### src/rtl/wb_regfile_if.sv
// Bus bundle between the execute stage and the write-back / register-file
// block: pipeline control, execute result, operand read ports and the
// write-back stage view used by hazard/forwarding logic.
interface wb_regfile_if #(
  parameter int DATA_W = 32,
  parameter int ADDR_W = 5,
  parameter int CNT_W  = 32
);

  // Pipeline control
  logic              stall;
  logic              flush;

  // Execute-stage result
  logic              ex_valid;
  logic [DATA_W-1:0] ex_alu_out;
  logic              ex_wen;
  logic [ADDR_W-1:0] ex_waddr;

  // Operand read ports
  logic [ADDR_W-1:0] raddr1;
  logic [ADDR_W-1:0] raddr2;
  logic [DATA_W-1:0] rdata1;
  logic [DATA_W-1:0] rdata2;

  // Write-back stage view
  logic              wb_valid;
  logic              wb_wen;
  logic [ADDR_W-1:0] wb_waddr;
  logic [DATA_W-1:0] wb_wdata;
  logic [CNT_W-1:0]  retire_cnt;

  // Execute side drives the pipeline and consumes read data
  modport master (
    output stall, flush,
    output ex_valid, ex_alu_out, ex_wen, ex_waddr,
    output raddr1, raddr2,
    input  rdata1, rdata2,
    input  wb_valid, wb_wen, wb_waddr, wb_wdata, retire_cnt
  );

  // Register-file block side
  modport slave (
    input  stall, flush,
    input  ex_valid, ex_alu_out, ex_wen, ex_waddr,
    input  raddr1, raddr2,
    output rdata1, rdata2,
    output wb_valid, wb_wen, wb_waddr, wb_wdata, retire_cnt
  );

endinterface

### src/rtl/wb_regfile.sv
// Write-back stage and general register file.
// Captures the execute result into the EX/WB register, commits it into a
// 2^ADDR_W entry register file (entry 0 hard-wired to zero), serves two
// combinational read ports with write-through bypass from the WB stage and
// counts retired instructions.
module wb_regfile #(
  parameter int DATA_W = 32,
  parameter int ADDR_W = 5,
  parameter int CNT_W  = 32
) (
  input  logic        clk,
  input  logic        rst,
  wb_regfile_if.slave bus
);

  localparam int NREGS = 1 << ADDR_W;

  // EX/WB pipeline register
  logic              wb_valid_q, wb_valid_d;
  logic              wb_wen_q,   wb_wen_d;
  logic [ADDR_W-1:0] wb_waddr_q, wb_waddr_d;
  logic [DATA_W-1:0] wb_wdata_q, wb_wdata_d;

  // Register array and retire counter
  logic [DATA_W-1:0] regs_q [NREGS];
  logic [CNT_W-1:0]  retire_q, retire_d;

  // Decoded control
  logic              commit_s;
  logic              leave_s;
  logic [DATA_W-1:0] arr1_s;
  logic [DATA_W-1:0] arr2_s;
  logic [DATA_W-1:0] rdata1_s;
  logic [DATA_W-1:0] rdata2_s;

  // Read-port resolution: zero register, then WB bypass, then array contents.
  function automatic logic [DATA_W-1:0] read_port(
    input logic [ADDR_W-1:0] addr,
    input logic [DATA_W-1:0] arr_val,
    input logic              byp_valid,
    input logic              byp_wen,
    input logic [ADDR_W-1:0] byp_addr,
    input logic [DATA_W-1:0] byp_data
  );
    logic [DATA_W-1:0] res;
    if (addr == {ADDR_W{1'b0}}) begin
      res = {DATA_W{1'b0}};
    end else if (byp_valid && byp_wen && (byp_addr == addr)) begin
      res = byp_data;
    end else begin
      res = arr_val;
    end
    return res;
  endfunction

  // EX/WB next state: flush beats stall, stall holds, otherwise capture.
  always_comb begin
    wb_valid_d = wb_valid_q;
    wb_wen_d   = wb_wen_q;
    wb_waddr_d = wb_waddr_q;
    wb_wdata_d = wb_wdata_q;
    if (bus.flush) begin
      wb_valid_d = 1'b0;
      wb_wen_d   = 1'b0;
      wb_waddr_d = {ADDR_W{1'b0}};
      wb_wdata_d = {DATA_W{1'b0}};
    end else if (bus.stall) begin
      wb_valid_d = wb_valid_q;
      wb_wen_d   = wb_wen_q;
      wb_waddr_d = wb_waddr_q;
      wb_wdata_d = wb_wdata_q;
    end else begin
      wb_valid_d = bus.ex_valid;
      wb_wen_d   = bus.ex_valid & bus.ex_wen;
      wb_waddr_d = bus.ex_waddr;
      wb_wdata_d = bus.ex_alu_out;
    end
  end

  // EX/WB register update with synchronous reset.
  always_ff @(posedge clk) begin
    if (rst) begin
      wb_valid_q <= 1'b0;
      wb_wen_q   <= 1'b0;
      wb_waddr_q <= {ADDR_W{1'b0}};
      wb_wdata_q <= {DATA_W{1'b0}};
    end else begin
      wb_valid_q <= wb_valid_d;
      wb_wen_q   <= wb_wen_d;
      wb_waddr_q <= wb_waddr_d;
      wb_wdata_q <= wb_wdata_d;
    end
  end

  // Commit and retire decode; the WB entry commits even while stalled,
  // which is harmless because the repeated write carries the same value.
  always_comb begin
    commit_s = wb_valid_q & wb_wen_q & (wb_waddr_q != {ADDR_W{1'b0}});
    leave_s  = wb_valid_q & (~bus.stall | bus.flush);
  end

  // Register array: clear on reset (pending write dropped), else commit.
  always_ff @(posedge clk) begin
    if (rst) begin
      for (int i = 0; i < NREGS; i++) begin
        regs_q[i] <= {DATA_W{1'b0}};
      end
    end else if (commit_s) begin
      regs_q[wb_waddr_q] <= wb_wdata_q;
    end else begin
      regs_q[wb_waddr_q] <= regs_q[wb_waddr_q];
    end
  end

  // Retire counter next state; wraps naturally at 2^CNT_W.
  always_comb begin
    retire_d = retire_q;
    if (leave_s) begin
      retire_d = retire_q + {{(CNT_W-1){1'b0}}, 1'b1};
    end else begin
      retire_d = retire_q;
    end
  end

  // Retire counter register.
  always_ff @(posedge clk) begin
    if (rst) begin
      retire_q <= {CNT_W{1'b0}};
    end else begin
      retire_q <= retire_d;
    end
  end

  // Operand reads; only WB-stage state feeds the bypass, never ex_*.
  always_comb begin
    arr1_s   = regs_q[bus.raddr1];
    arr2_s   = regs_q[bus.raddr2];
    rdata1_s = read_port(bus.raddr1, arr1_s, wb_valid_q, wb_wen_q,
                         wb_waddr_q, wb_wdata_q);
    rdata2_s = read_port(bus.raddr2, arr2_s, wb_valid_q, wb_wen_q,
                         wb_waddr_q, wb_wdata_q);
  end

  assign bus.rdata1     = rdata1_s;
  assign bus.rdata2     = rdata2_s;
  assign bus.wb_valid   = wb_valid_q;
  assign bus.wb_wen     = wb_wen_q;
  assign bus.wb_waddr   = wb_waddr_q;
  assign bus.wb_wdata   = wb_wdata_q;
  assign bus.retire_cnt = retire_q;

endmodule

### src/flat_wrapper.sv
// flat-port wrapper written by rule: the top's interface ports become plain ports
module wb_regfile_flat 
#(
  parameter int DATA_W = 32,
  parameter int ADDR_W = 5,
  parameter int CNT_W  = 32
)
  (clk, rst, bus_stall, bus_flush, bus_ex_valid, bus_ex_alu_out, bus_ex_wen, bus_ex_waddr, bus_raddr1, bus_raddr2, bus_rdata1, bus_rdata2, bus_wb_valid, bus_wb_wen, bus_wb_waddr, bus_wb_wdata, bus_retire_cnt);
  wb_regfile_if #(.DATA_W(DATA_W), .ADDR_W(ADDR_W), .CNT_W(CNT_W)) bus_i ();
  input  logic clk;
  input  logic rst;
  input wire logic [$bits(bus_i.stall)-1:0] bus_stall;
  input wire logic [$bits(bus_i.flush)-1:0] bus_flush;
  input wire logic [$bits(bus_i.ex_valid)-1:0] bus_ex_valid;
  input wire logic [$bits(bus_i.ex_alu_out)-1:0] bus_ex_alu_out;
  input wire logic [$bits(bus_i.ex_wen)-1:0] bus_ex_wen;
  input wire logic [$bits(bus_i.ex_waddr)-1:0] bus_ex_waddr;
  input wire logic [$bits(bus_i.raddr1)-1:0] bus_raddr1;
  input wire logic [$bits(bus_i.raddr2)-1:0] bus_raddr2;
  output wire logic [$bits(bus_i.rdata1)-1:0] bus_rdata1;
  output wire logic [$bits(bus_i.rdata2)-1:0] bus_rdata2;
  output wire logic [$bits(bus_i.wb_valid)-1:0] bus_wb_valid;
  output wire logic [$bits(bus_i.wb_wen)-1:0] bus_wb_wen;
  output wire logic [$bits(bus_i.wb_waddr)-1:0] bus_wb_waddr;
  output wire logic [$bits(bus_i.wb_wdata)-1:0] bus_wb_wdata;
  output wire logic [$bits(bus_i.retire_cnt)-1:0] bus_retire_cnt;
  assign bus_i.stall = bus_stall;
  assign bus_i.flush = bus_flush;
  assign bus_i.ex_valid = bus_ex_valid;
  assign bus_i.ex_alu_out = bus_ex_alu_out;
  assign bus_i.ex_wen = bus_ex_wen;
  assign bus_i.ex_waddr = bus_ex_waddr;
  assign bus_i.raddr1 = bus_raddr1;
  assign bus_i.raddr2 = bus_raddr2;
  assign bus_rdata1 = bus_i.rdata1;
  assign bus_rdata2 = bus_i.rdata2;
  assign bus_wb_valid = bus_i.wb_valid;
  assign bus_wb_wen = bus_i.wb_wen;
  assign bus_wb_waddr = bus_i.wb_waddr;
  assign bus_wb_wdata = bus_i.wb_wdata;
  assign bus_retire_cnt = bus_i.retire_cnt;
  wb_regfile #(.DATA_W(DATA_W), .ADDR_W(ADDR_W), .CNT_W(CNT_W)) u_core (.clk(clk), .rst(rst), .bus(bus_i));
endmodule
### config.mk
export PLATFORM = sky130hd
export DESIGN_NAME = wb_regfile_flat
export DESIGN_NICKNAME = d
export VERILOG_FILES = /design/src/rtl/wb_regfile_if.sv /design/src/rtl/wb_regfile.sv /design/src/flat_wrapper.sv
export SDC_FILE = /design/constraint.sdc
export NUM_CORES = 2
export LEC_CHECK = 0
export CAP_MARGIN = 0
export CELL_PAD_IN_SITES_DETAIL_PLACEMENT = 0
export CELL_PAD_IN_SITES_GLOBAL_PLACEMENT = 1
export CORE_ASPECT_RATIO = 1.4
export CORE_UTILIZATION = 53
export DETAILED_ROUTE_END_ITERATION = 6
export HOLD_SLACK_MARGIN = 0.02
export PLACE_DENSITY_LB_ADDON = 0.05
export SKIP_LAST_GASP = 1
export SLEW_MARGIN = 20
export SYNTH_ARGS = -nofsm -noshare
export SYNTH_HDL_FRONTEND = slang
export SYNTH_SLANG_ARGS = --single-unit
### constraint.sdc
create_clock -name clk -period 4.25 [get_ports clk]
set_input_delay 1.0625 -clock clk [delete_from_list [all_inputs] [get_ports clk]]
set_output_delay 1.0625 -clock clk [all_outputs]
set_load 0.1 [all_outputs]
Yosys cells after proc, flatten, opt, wreduce, memory -nomap -nowiden
Memories as Yosys holds them, arrays and structs flattened.
Index checks and enable logic that the tools add are counted.
{"block": "op_classes", "n_reduce_logical": 9, "n_eq_ne": 3, "addsub": 1, "bitwise": 7, "muxes": 16}
{"cell": "32-bit 2-to-1 mux", "n": 6}
{"cell": "32-bit by 1-bit adder with 32-bit output (second input constant)", "n": 1}
{"cell": "32-bit OR reduction", "n": 1}
{"cell": "5-bit equality test", "n": 2}
{"cell": "5-bit zero test", "n": 2}
{"cell": "1-bit 2-to-1 mux", "n": 9}
{"cell": "5-bit 2-to-1 mux", "n": 1}
{"cell": "5-bit nonzero test", "n": 1}
{"cell": "1-bit bitwise AND", "n": 4}
{"cell": "1-bit logical AND", "n": 3}
{"cell": "1-bit OR", "n": 2}
{"cell": "2-bit AND reduction", "n": 1}
{"cell": "2-bit OR reduction", "n": 1}
{"cell": "0-bit != test", "n": 1}
{"cell": "1-bit NOT", "n": 1}
{"block": "totals", "memories": 1, "output_inout_bits": 135, "mem_bits_rw": 1024, "input_bits": 53, "wordCells": 42, "ff_bits": 71}
{"memory": "u_core.regs_q", "words": 32, "width": 32, "read_ports": 2, "rd_clocked_by_memory_dff": 0, "write_ports": 32, "line": "wb_regfile.sv:25", "source": "logic [DATA_W-1:0] regs_q [NREGS];"}

Logic depth before layout (Yosys ltp)
{"block": "depth", "word_depth": 9, "depth_mapped": 11, "depth_no_buf": 7}

Worst setup path before layout
OpenSTA, ideal clock, no wires.
{"block": "synth_timing", "kind": "input -> output", "from": "input port bus_raddr1[0]", "to": "output port bus_rdata1[4]", "path_buffers": 5, "path_stages": 11, "arrival_time_ps": 4674, "path_slack_ps": -1487, "cell_sequence": "buf_4 > buf_6 > buf_6 > buf_6 > buf_6 > mux2i_1 > a221oi_1 > o21ai_1 > nand3_1 > o31ai_1 > o31ai_1"}
{"block": "synth_between", "elab_chain_len": 4, "word_cells_on_any_way": 6, "cone_classes": "1 x eq/ne; 2 x mux; 2 x reduce/logical; 1 x memory"}
{"item": "from (decl)", "line": "flat_wrapper.sv:18", "source": "input wire logic [$bits(bus_i.raddr1)-1:0] bus_raddr1;"}
{"item": "branches (longest 3 deep; another with memory 32 x 32 bit)"}
{"item": "32-bit 2-to-1 mux *", "line": "wb_regfile.sv:46", "source": "if (addr == {ADDR_W{1'b0}}) begin"}
{"item": "to (decl)", "line": "flat_wrapper.sv:20", "source": "output wire logic [$bits(bus_i.rdata1)-1:0] bus_rdata1;"}
Every way passes the cells marked *.

Final worst setup path
{"block": "layout_timing", "from": "input port bus_raddr2[0]", "to": "output port bus_rdata2[14]"}
{"block": "layout_between", "elab_chain_len": 4, "word_cells_on_any_way": 6, "cone_classes": "1 x eq/ne; 2 x mux; 2 x reduce/logical; 1 x memory"}
{"item": "from (decl)", "line": "flat_wrapper.sv:19", "source": "input wire logic [$bits(bus_i.raddr2)-1:0] bus_raddr2;"}
{"item": "branches (longest 3 deep; another with memory 32 x 32 bit)"}
{"item": "32-bit 2-to-1 mux *", "line": "wb_regfile.sv:46"}
{"item": "to (decl)", "line": "flat_wrapper.sv:21", "source": "output wire logic [$bits(bus_i.rdata2)-1:0] bus_rdata2;"}
Marks and branches as above.

==> metrics.md <==
| Metric | Value |
|---|---|
| Outcome | `complete, but fails checks` |
| Failing checks | `setup timing` |
| Final Hold Fails | `0` |
| Worst min path class | `flip-flop to flip-flop` |
| CTS Hold Bufs | `0` |
| Initial antenna violation count | `8` |
| Syn Inst Count | `4131` |
| Initial DRT Pass Iterations | `7` |
| Synthesis-stage register bit count | `1095` |
| PwrDens | `369 mW/mm^2` |
| Max Freq | `0.226 GHz` |
| Vias | `41300` |
| # nets final | `4678` |
| Die area | `0.112 sq mm` |
| Clk Latency, worst-skew pair | `730 ps` |
| Initial Util | `0.536` |
| CP bufs+invs | `5` |
| Area contributors post-synth | `edfxtp_1 53%, mux4_2 16%, and2_1 11%, mux2i_1 5.3%, dfxtp_1 2.4%` |
| DR vias/cell | `6.70` |
| Kind of end point of the critical path | `output port` |
| Critical path class | `primary input to output port` |
| Slew @ Worst Pin | `1180 ps` |
| Chip width | `283 um` |
| Top cells by count, synth | `1024 x edfxtp_1, 1000 x and2_1, 418 x mux4_2` |
| Leading area contributor after synthesis | `edfxtp_1` |
| Max Buffers Root-to-Sink | `3` |
| Clock root cell | `clkbuf_16` |
| Row cnt | `143` |
| Area added between synthesis and finish | `24.3%` |
| Ratio of cells with drive above 1 in the final layout | `0.337` |
| Critical path's slowest cell | `mux4_2` |
| IO Pins | `188` |
| Synthesis Warnings | `0` |
| Post-synth cell types | `61` |
| Final Cell Area | `0.0726 sq mm` |
| WP data arrival | `3360 ps` |
| Ys async rst share | `0` |
| Netlist Area Pre-Place | `0.0584 sq mm` |
| Final setup margin | `-176 ps` |
| Post-DRT Antenna Nets | `0` |
| Post-DP HPWL | `140 mm` |
| WL final | `220 mm` |
| Dominant cell by count in the synthesized netlist | `edfxtp_1` |
| Post-synth EDFFs | `1024` |
| Dpl cell area | `0.0664 sq mm` |
| Cts bufs inserted | `112` |
| Setup violators final | `38` |
| PortBufs | `187` |
| Setup WS pre-CTS | `-440 ps` |
| RSZ-0062 raised after global routing | `yes` |
| Routability congestion estimate | `0.968` |
| DRT iter0 DRCs | `5753` |
| Pin count of the biggest net entering global routing | `56` |
| Synth top area share | `0.526` |
| Worst EP required | `3190 ps` |
| Max Slew Vio Count | `0` |
| First-pass GRT wire length | `303 mm` |
| CP delay by family, top | `multiplexers` |
| Vias in the first global route | `41100` |
| Leak Pwr | `27.4 nW` |
| CORE AREA | `0.109 sq mm` |
| Worst path cell trace | `buf_16 > buf_12 > mux4_2 > mux4_2 > a222oi_1 > buf_4 > inv_1 > buf_12` |
| Die H | `395 um` |
| Max-capacitance violation count | `0` |
| VDD IR max | `0.393 mV` |
| Seq/Total Area, Yosys | `0.551` |
| Clock transition at path regs | `60 ps` |
| Post-Syn Area per Cell | `14.1 sq um` |
| Min cycle time layout | `4430 ps` |
| Relative slew margins | `0.213` |
| Clock Skew | `26.5 ps` |
| Final Cycle Share | `1.04` |
| Hold Slack | `503 ps` |
| Htree depth | `3` |
| Sink Count | `1095` |
| Most used DFF post-synth | `edfxtp_1` |
| DR WL/cell | `35.7 um` |
| Post-Route Setup TNS | `-1780 ps` |
| CP Launch Type | `primary input` |
| Total track usage | `0.393` |
| Crit Path Max Fanout | `17` |
| TritonCTS clock tree | `done` |
| GRT overflow | `0` |
| DRC | `0` |
| Slowest stage delay, CP | `610 ps` |
[where the power goes]
group | internal (mW) | switching (mW) | total (mW)
clock network | 5.47 | 4.39 | 9.86
logic | 1.89 | 2.75 | 4.64
registers | 12.1 | 0.222 | 12.3
[registers in the layout, indices dropped and copies added, names as in the netlist]
name,flops
u_core.regs_q,1024
u_core.bus.retire_cnt,32
u_core.bus.wb_wdata,32
u_core.bus.wb_waddr,5
u_core.bus.wb_valid,1
u_core.bus.wb_wen,1
[layer usage]
metal  track usage  wire, um  vias to the layer above
met2         0.612    103000                     2825
met5             0         8                        -
met3        0.0700     22500                      719
li1              -         -                    16700
met1         0.502     77600                    21100
met4         0.268     17400                        2
[worst min-delay path: stages (launching register included)]
cell	delay, ps
dfxtp_1	340
nand2_1	60
a21oi_1	50
[what timing repair did]
action / in CTS / in global routing
cloned: 6 / 15
setup endpoints to repair: 63 / 62
resized for setup: 159 / 137
pin swaps: 26 / 58
buffers inserted: 18 / 68
[area by class of cell]
| type | count | area (sq um) |
|---|---|---|
| fill | 7729 | 36400 |
| timing repair buffer | 769 | 8900 |
| tap | 1450 | 1810 |
| clock buffer | 142 | 3070 |
| antenna | 4 | 10.0 |
| inverter | 11 | 48.8 |
| multi-input combinational | 2635 | 26000 |
| clock inverter | 68 | 558 |
| sequential | 1095 | 32200 |
[cell usage in the layout, fill, tap and decap left out, types with 24 or more instances in the layout]
master,n
a21oi_1,35
a221o_1,29
a221oi_1,57
a221oi_2,33
and2_1,998
buf_12,167
buf_4,453
buf_6,24
clkbuf_16,129
clkdlybuf4s50_1,79
clkinv_2,27
conb_1,32
dfxtp_1,69
edfxtp_1,1024
mux2i_1,297
mux4_2,418
nand2_1,101
nand3_1,33
nor2_1,120
nor2_4,47
o21ai_0,30
or2_2,34
xor2_1,35
[metrics by stage]
stage | cells | total power, mW | util
2_1_floorplan | 4162 | 14.9 | -
3_3_place_gp | 5862 | 16.7 | 0.609
3_5_place_dp | 5864 | 16.8 | 0.610
4_1_cts | 6096 | 26.6 | 0.652
5_1_grt | 6172 | 27.4 | 0.666
6_report | 6174 | 26.8 | 0.666
[cells by family (layout without fill, tap and decap cells)]
group	count (synthesis)	count (layout)	share of synthesized area
and+or+nand+nor	1419	1419	0.140
AOI/OAI and AO/OA	391	391	0.0497
buffers and inverters	432	990	0.0348
DFF	1095	1095	0.551
other	1	36	0.0000642
muxes	751	751	0.219
xor gates and xnor gates	41	41	0.00615
adders and majority gates	1	1	0.000214
[final timing paths]
| path | start | end | slack, ps | cells after the start |
|---|---|---|---|---|
| worst max-delay path | bus_raddr2[0] | bus_rdata2[14] | -180 | 8 |
| worst min-delay path | u_core.bus.retire_cnt[1] | u_core.bus.retire_cnt[1] | 500 | 2 |
| worst max register to register | u_core.bus.wb_wen | u_core.regs_q[13][24] | 710 | 6 |
| worst min register to register | u_core.bus.retire_cnt[1] | u_core.bus.retire_cnt[1] | 500 | 2 |
No activity file was read; power rests on OpenSTA's default activity.
